[src/rtl/err_accum16.sv]
// err_accum16: windowed error metrics between an exact and an
// approximate 16-bit product (sum, max and mismatch count of |diff|).
module err_accum16 #(
   parameter int N_LOG2 = 10
) (
   input  logic                clk,
   input  logic                rst,
   input  logic                start,
   input  logic                in_valid,
   input  logic [15:0]         y_exact,
   input  logic [15:0]         y_appx,
   output logic                busy,
   output logic                done,
   output logic [16+N_LOG2-1:0] err_sum,
   output logic [15:0]         err_max,
   output logic [N_LOG2:0]     mis_cnt
);

   typedef enum logic [1:0] {
      IDLE  = 2'd0,
      RUN   = 2'd1,
      DRAIN = 2'd2,
      DONE  = 2'd3
   } state_t;

   localparam logic [N_LOG2-1:0] CNT_LAST = '1;

   state_t            state;
   logic [N_LOG2-1:0] cnt;

   logic              v1;
   logic [15:0]       diff1;
   logic              mis1;

   logic [16:0]       d17;
   logic [15:0]       mag;
   logic              accept;
   logic              clr;

   // Combinational magnitude of the 17-bit difference
   always_comb begin
      d17 = {1'b0, y_exact} - {1'b0, y_appx};
      if (d17[16])
         mag = ~d17[15:0] + 16'd1;
      else
         mag = d17[15:0];
   end

   assign accept = (state == RUN) && in_valid;
   assign clr    = (state == IDLE) && start;

   // Window control FSM with registered busy/done
   always_ff @(posedge clk) begin
      if (rst) begin
         state <= IDLE;
         cnt   <= '0;
         busy  <= 1'b0;
         done  <= 1'b0;
      end else begin
         done <= 1'b0;
         unique case (state)
            IDLE: begin
               if (start) begin
                  state <= RUN;
                  cnt   <= '0;
                  busy  <= 1'b1;
               end
            end
            RUN: begin
               if (in_valid) begin
                  cnt <= cnt + 1'b1;
                  if (cnt == CNT_LAST)
                     state <= DRAIN;
               end
            end
            DRAIN: begin
               state <= DONE;
               done  <= 1'b1;
            end
            DONE: begin
               state <= IDLE;
               busy  <= 1'b0;
            end
            default: begin
               state <= IDLE;
               busy  <= 1'b0;
            end
         endcase
      end
   end

   // Stage 1: capture per-sample error and mismatch flag
   always_ff @(posedge clk) begin
      if (rst) begin
         v1    <= 1'b0;
         diff1 <= '0;
         mis1  <= 1'b0;
      end else if (accept) begin
         v1    <= 1'b1;
         diff1 <= mag;
         mis1  <= (y_exact != y_appx);
      end else begin
         v1    <= 1'b0;
      end
   end

   // Stage 2: fold stage-1 results into the window accumulators
   always_ff @(posedge clk) begin
      if (rst || clr) begin
         err_sum <= '0;
         err_max <= '0;
         mis_cnt <= '0;
      end else if (v1) begin
         err_sum <= err_sum + {{N_LOG2{1'b0}}, diff1};
         if (diff1 > err_max)
            err_max <= diff1;
         mis_cnt <= mis_cnt + {{N_LOG2{1'b0}}, mis1};
      end
   end

endmodule

[config.mk]
export PLATFORM = sky130hd
export DESIGN_NAME = err_accum16
export DESIGN_NICKNAME = d
export VERILOG_FILES = /design/src/rtl/err_accum16.sv
export SDC_FILE = /design/constraint.sdc
export NUM_CORES = 1
export LEC_CHECK = 0
export ABC_AREA = 1
export BUFFER_PORTS_ARGS = -buffer_cell sky130_fd_sc_hd__buf_2
export CORE_AREA = 3 3 115 117
export DETAILED_ROUTE_END_ITERATION = 8
export DIE_AREA = 0 0 118 120
export GPL_ROUTABILITY_DRIVEN = 0
export PLACE_DENSITY = 0.68
export REMOVE_ABC_BUFFERS = 1
export SYNTH_ARGS = -nofsm -noshare
export SYNTH_HDL_FRONTEND = slang
export SYNTH_SLANG_ARGS = --single-unit
[constraint.sdc]
create_clock -name clk -period 3.3 [get_ports clk]
set_input_delay 0.66 -clock clk [delete_from_list [all_inputs] [get_ports clk]]
set_output_delay 0.66 -clock clk [all_outputs]
set_load 0.02 [all_outputs]
==> flow_summary_export.csv <==
group,metric,value,unit
placed_design,io_buffer_count,90,
routing,dr.pass1.iters,4,
routing,drt-initial-drc-count,372,
floorplanning,die_w,118,um
timing,layout_min_cycle_time,2550,ps
power,netSwitchingFraction,36.5,%
routing,route.antenna.remaining_nets,0,
yosys,synthFlopType,"dfxtp_1",
routing,viasPerCell,4.89,
timing,finalCritPeriodShare,77.2,%
worst_hold_path,min_to,"err_sum[25]",
timing,worstMarginPinSlew,640,ps
timing,fin_tns_setup,0,ps
routing,routedWlPerCell,11.3,um
final_layout,multi_input_area,3780,sq um
yosys,ys_seq_elements,85,
timing,grt_setup_unrepaired,"no",
routing,drc,0,
final_layout,instances_no_fill,1204,
final_layout,syn2layout_area_growth,15.2,%
critical_path,cp_cell_sequence,"buf_2 > inv_1 > ha_1 > inv_1 > fa_1 > nand2_2 > nand2_2 > nand2_2 > inv_2 > nand3_2 > nand3_2 > a21oi_4 > inv_2 > nor2_1 > xor2_1 > o21ai_0 > inv_1",
power,vdd_drop_max,0.271,mV
power,p_int,0.00221,W
critical_path,cp.required,3530,ps
yosys,syn_avg_cell_area,6.54,sq um
critical_path,r2r_setup_slack,830,ps
yosys,ys_types,46,
flow_run,maxCapViolCount,0,
final_layout,num_antenna_cells,0,
global_routing,antenna_found_initial,0,
critical_path,max_stage_delay,420,ps
floorplanning,io_pins,91,
power,p_per_area,492,nW/um^2
timing,setup_violations,0,
final_layout,fill_cells,1255,
power,p_leak,3.67,nW
yosys,ys_seq_area_share,27.7,%
clock_network,ctsResizeCount,0,
clock_network,cts_root_buf,"clkbuf_16",
worst_hold_path,min_path_type,"reg2reg",
routing,vias,5892,
global_routing,grt_pass1_wl,23.3,mm
clock_network,path_clk_slew,60,ps
global_routing,grtUsageMet1,24.9,%
clock_network,clk_latency,330,ps
floorplanning,die_h,120,um
global_routing,first_global_vias,5298,
critical_path,crit_slowest_cell,"fa_1",
power,power_frac_clock,29.5,%
worst_hold_path,min_path_cells,2,
power,p_switching,0.00127,W
timing,fmax,392,MHz
final_layout,nets,1121,
yosys,ys_async_sr_fraction,0,%
floorplanning,initial_core_util,49.2,%
timing,finalHoldViolations,0,
yosys,synth_enable_flop_cells,0,
final_layout,drive_gt1_share,15.9,%
worst_hold_path,holdCritStartpoint,"err_sum[25]",
power,power.total,0.00348,W
clock_network,postCtsHoldBufs,0,
power,seq_power_share,35.3,%
timing,maxSlewViolCount,0,
clock_network,cts_setup_buffers,0,
clock_network,cts_buffers,9,
routing,routed_wirelength,13.6,mm
clock_network,clock_sinks,85,
critical_path,r2r_cells,11,
critical_path,critical_path_buf_inv_count,6,
final_layout,final_cell_mix,"178 x nand2_1, 146 x inv_1, 131 x nor2_1",
yosys,syn-cell-area,6140,sq um
global_routing,grt_use_met3,3.11,%
critical_path,critPathMaxFanout,14,
critical_path,reg2reg_from,"err_max[3]",
global_routing,gr-max-usage-layer,"met2",
status,status,"finished, final reports clean",
timing,skew,6.14,ps
timing,slew_headroom,57.1,%
global_routing,gr-total-overflow,0,
final_layout,layout_commonest_cell,"nand2_1",
critical_path,path_delay_family,"adder cells",
clock_network,htreeDepth,3,
critical_path,reg2reg_to,"err_max[5]",
placed_design,place_hpwl,10.8,mm
placed_design,placed_cells,1188,
global_routing,grtUsageMet2,33.4,%
critical_path,crit_path_end_kind,"register",
global_routing,grtUsageTotal,19.6,%
critical_path,crit_arrival,2770,ps
floorplanning,die_area,14200,sq um
floorplanning,core,12500,sq um
floorplanning,rows,41,
global_routing,grt_start_max_net_pins,37,
final_layout,regArea,1700,sq um
yosys,syn_inst,939,
clock_network,cts_tree,"built",
yosys,synth-warning-count,0,
critical_path,startpoint_type,"input pin",
clock_network,clk_path_buf_depth,2,
critical_path,critical_path_class,"in2reg",
power,combPwrFrac,35.2,%
[power by group through the flow]
stage               Combinational [W]  Sequential (W)  Clock, W
floorplan                    0.000895         0.00127         0
global placement              0.00121         0.00125         0
global route                  0.00142         0.00124   0.00110
finish                        0.00122         0.00123   0.00103
detailed placement            0.00122         0.00125         0
CTS                           0.00123         0.00123   0.00105
[metrics by stage]
| stage | utilization (%) | setup slack (ps) | hold slack, ps | area, sq um |
|---|---|---|---|---|
| finish | 56.7 | 752 | 458 | 7070 |
| CTS | 56.7 | 743 | 463 | 7070 |
| global placement | 54.2 | 427 | 452 | 6760 |
| floorplan | - | 621 | 448 | 6070 |
| detailed placement | 54.2 | 385 | 451 | 6760 |
| global route | 56.7 | 478 | 498 | 7070 |
[worst min-delay path: cells and delay by family (launching register included)]
family	cells	cell delay, ps
AOI/OAI and AO/OA	1	50
DFF	1	300
buffers and inverters	1	60
[worst max-delay path by stage]
stage               startpoint           to  slack [ps]  cells after the start
finish              y_exact[0]     diff1[5]         750                     17
global route        y_exact[0]     diff1[5]         480                     17
CTS                 y_exact[0]     diff1[5]         740                     17
detailed placement  y_exact[0]     diff1[5]         380                     17
global placement    y_exact[0]     diff1[5]         430                     17
floorplan                start  err_sum[14]         620                      7
[kinds of logic after synthesis]
family	share of synthesized area (%)
xor gates and xnor gates	2.43
adders and majority gates	12.1
AOI/OAI and AO/OA	15.3
and+or+nand+nor	31.8
buffers and inverters	10.7
DFF	27.7
[routing by layer]
layer  share of wire (%)  wire length (um)  vias up
li1                    -                 -     3217
met1                  47              6440     2518
met2                  46              6200      136
met3                 4.6               629       21
met4                 2.5               338        0
met5                   0                 0        -
[sequential cells by signal (all words and copies together) (netlist names)]
| name | cells |
|---|---|
| mis_cnt | 11 |
| cnt | 10 |
| v1 | 1 |
| state | 2 |
| err_max | 16 |
| err_sum | 26 |
| diff1 | 16 |
| mis1 | 1 |
| done | 1 |
| busy | 1 |
[synthesized netlist by cell type, drive strengths merged (2+ instances only)]
cell	number	area, sq um
inv	151	567
fa	2	40.0
a31oi	2	12.5
nor3	14	70.1
nand3	51	285
or2	3	18.8
clkinv	4	15.0
a21o	4	30.0
o21bai	3	26.3
o211ai	6	50.1
nor3b	3	22.5
nand3b	3	22.5
o21a	3	22.5
dfxtp	85	1700
nand2	204	836
buf	5	31.3
a211oi	3	22.5
o221ai	2	17.5
nand4	16	100
clkbuf	11	41.3
o21ai	69	349
ha	56	701
xor2	8	70.1
nor2	142	573
nor4	2	12.5
xnor2	9	78.8
a21oi	72	375
[area by class of cell]
cell class | count | area share, %
clock inverters | 4 | 0.796
repair buffers | 93 | 6.69
flip-flops and latches | 85 | 24.1
clock buffers | 12 | 3.63
well taps | 172 | 3.04
multi-input cells | 683 | 53.5
inverters | 155 | 8.23
Power figures use the tool's default switching activity.
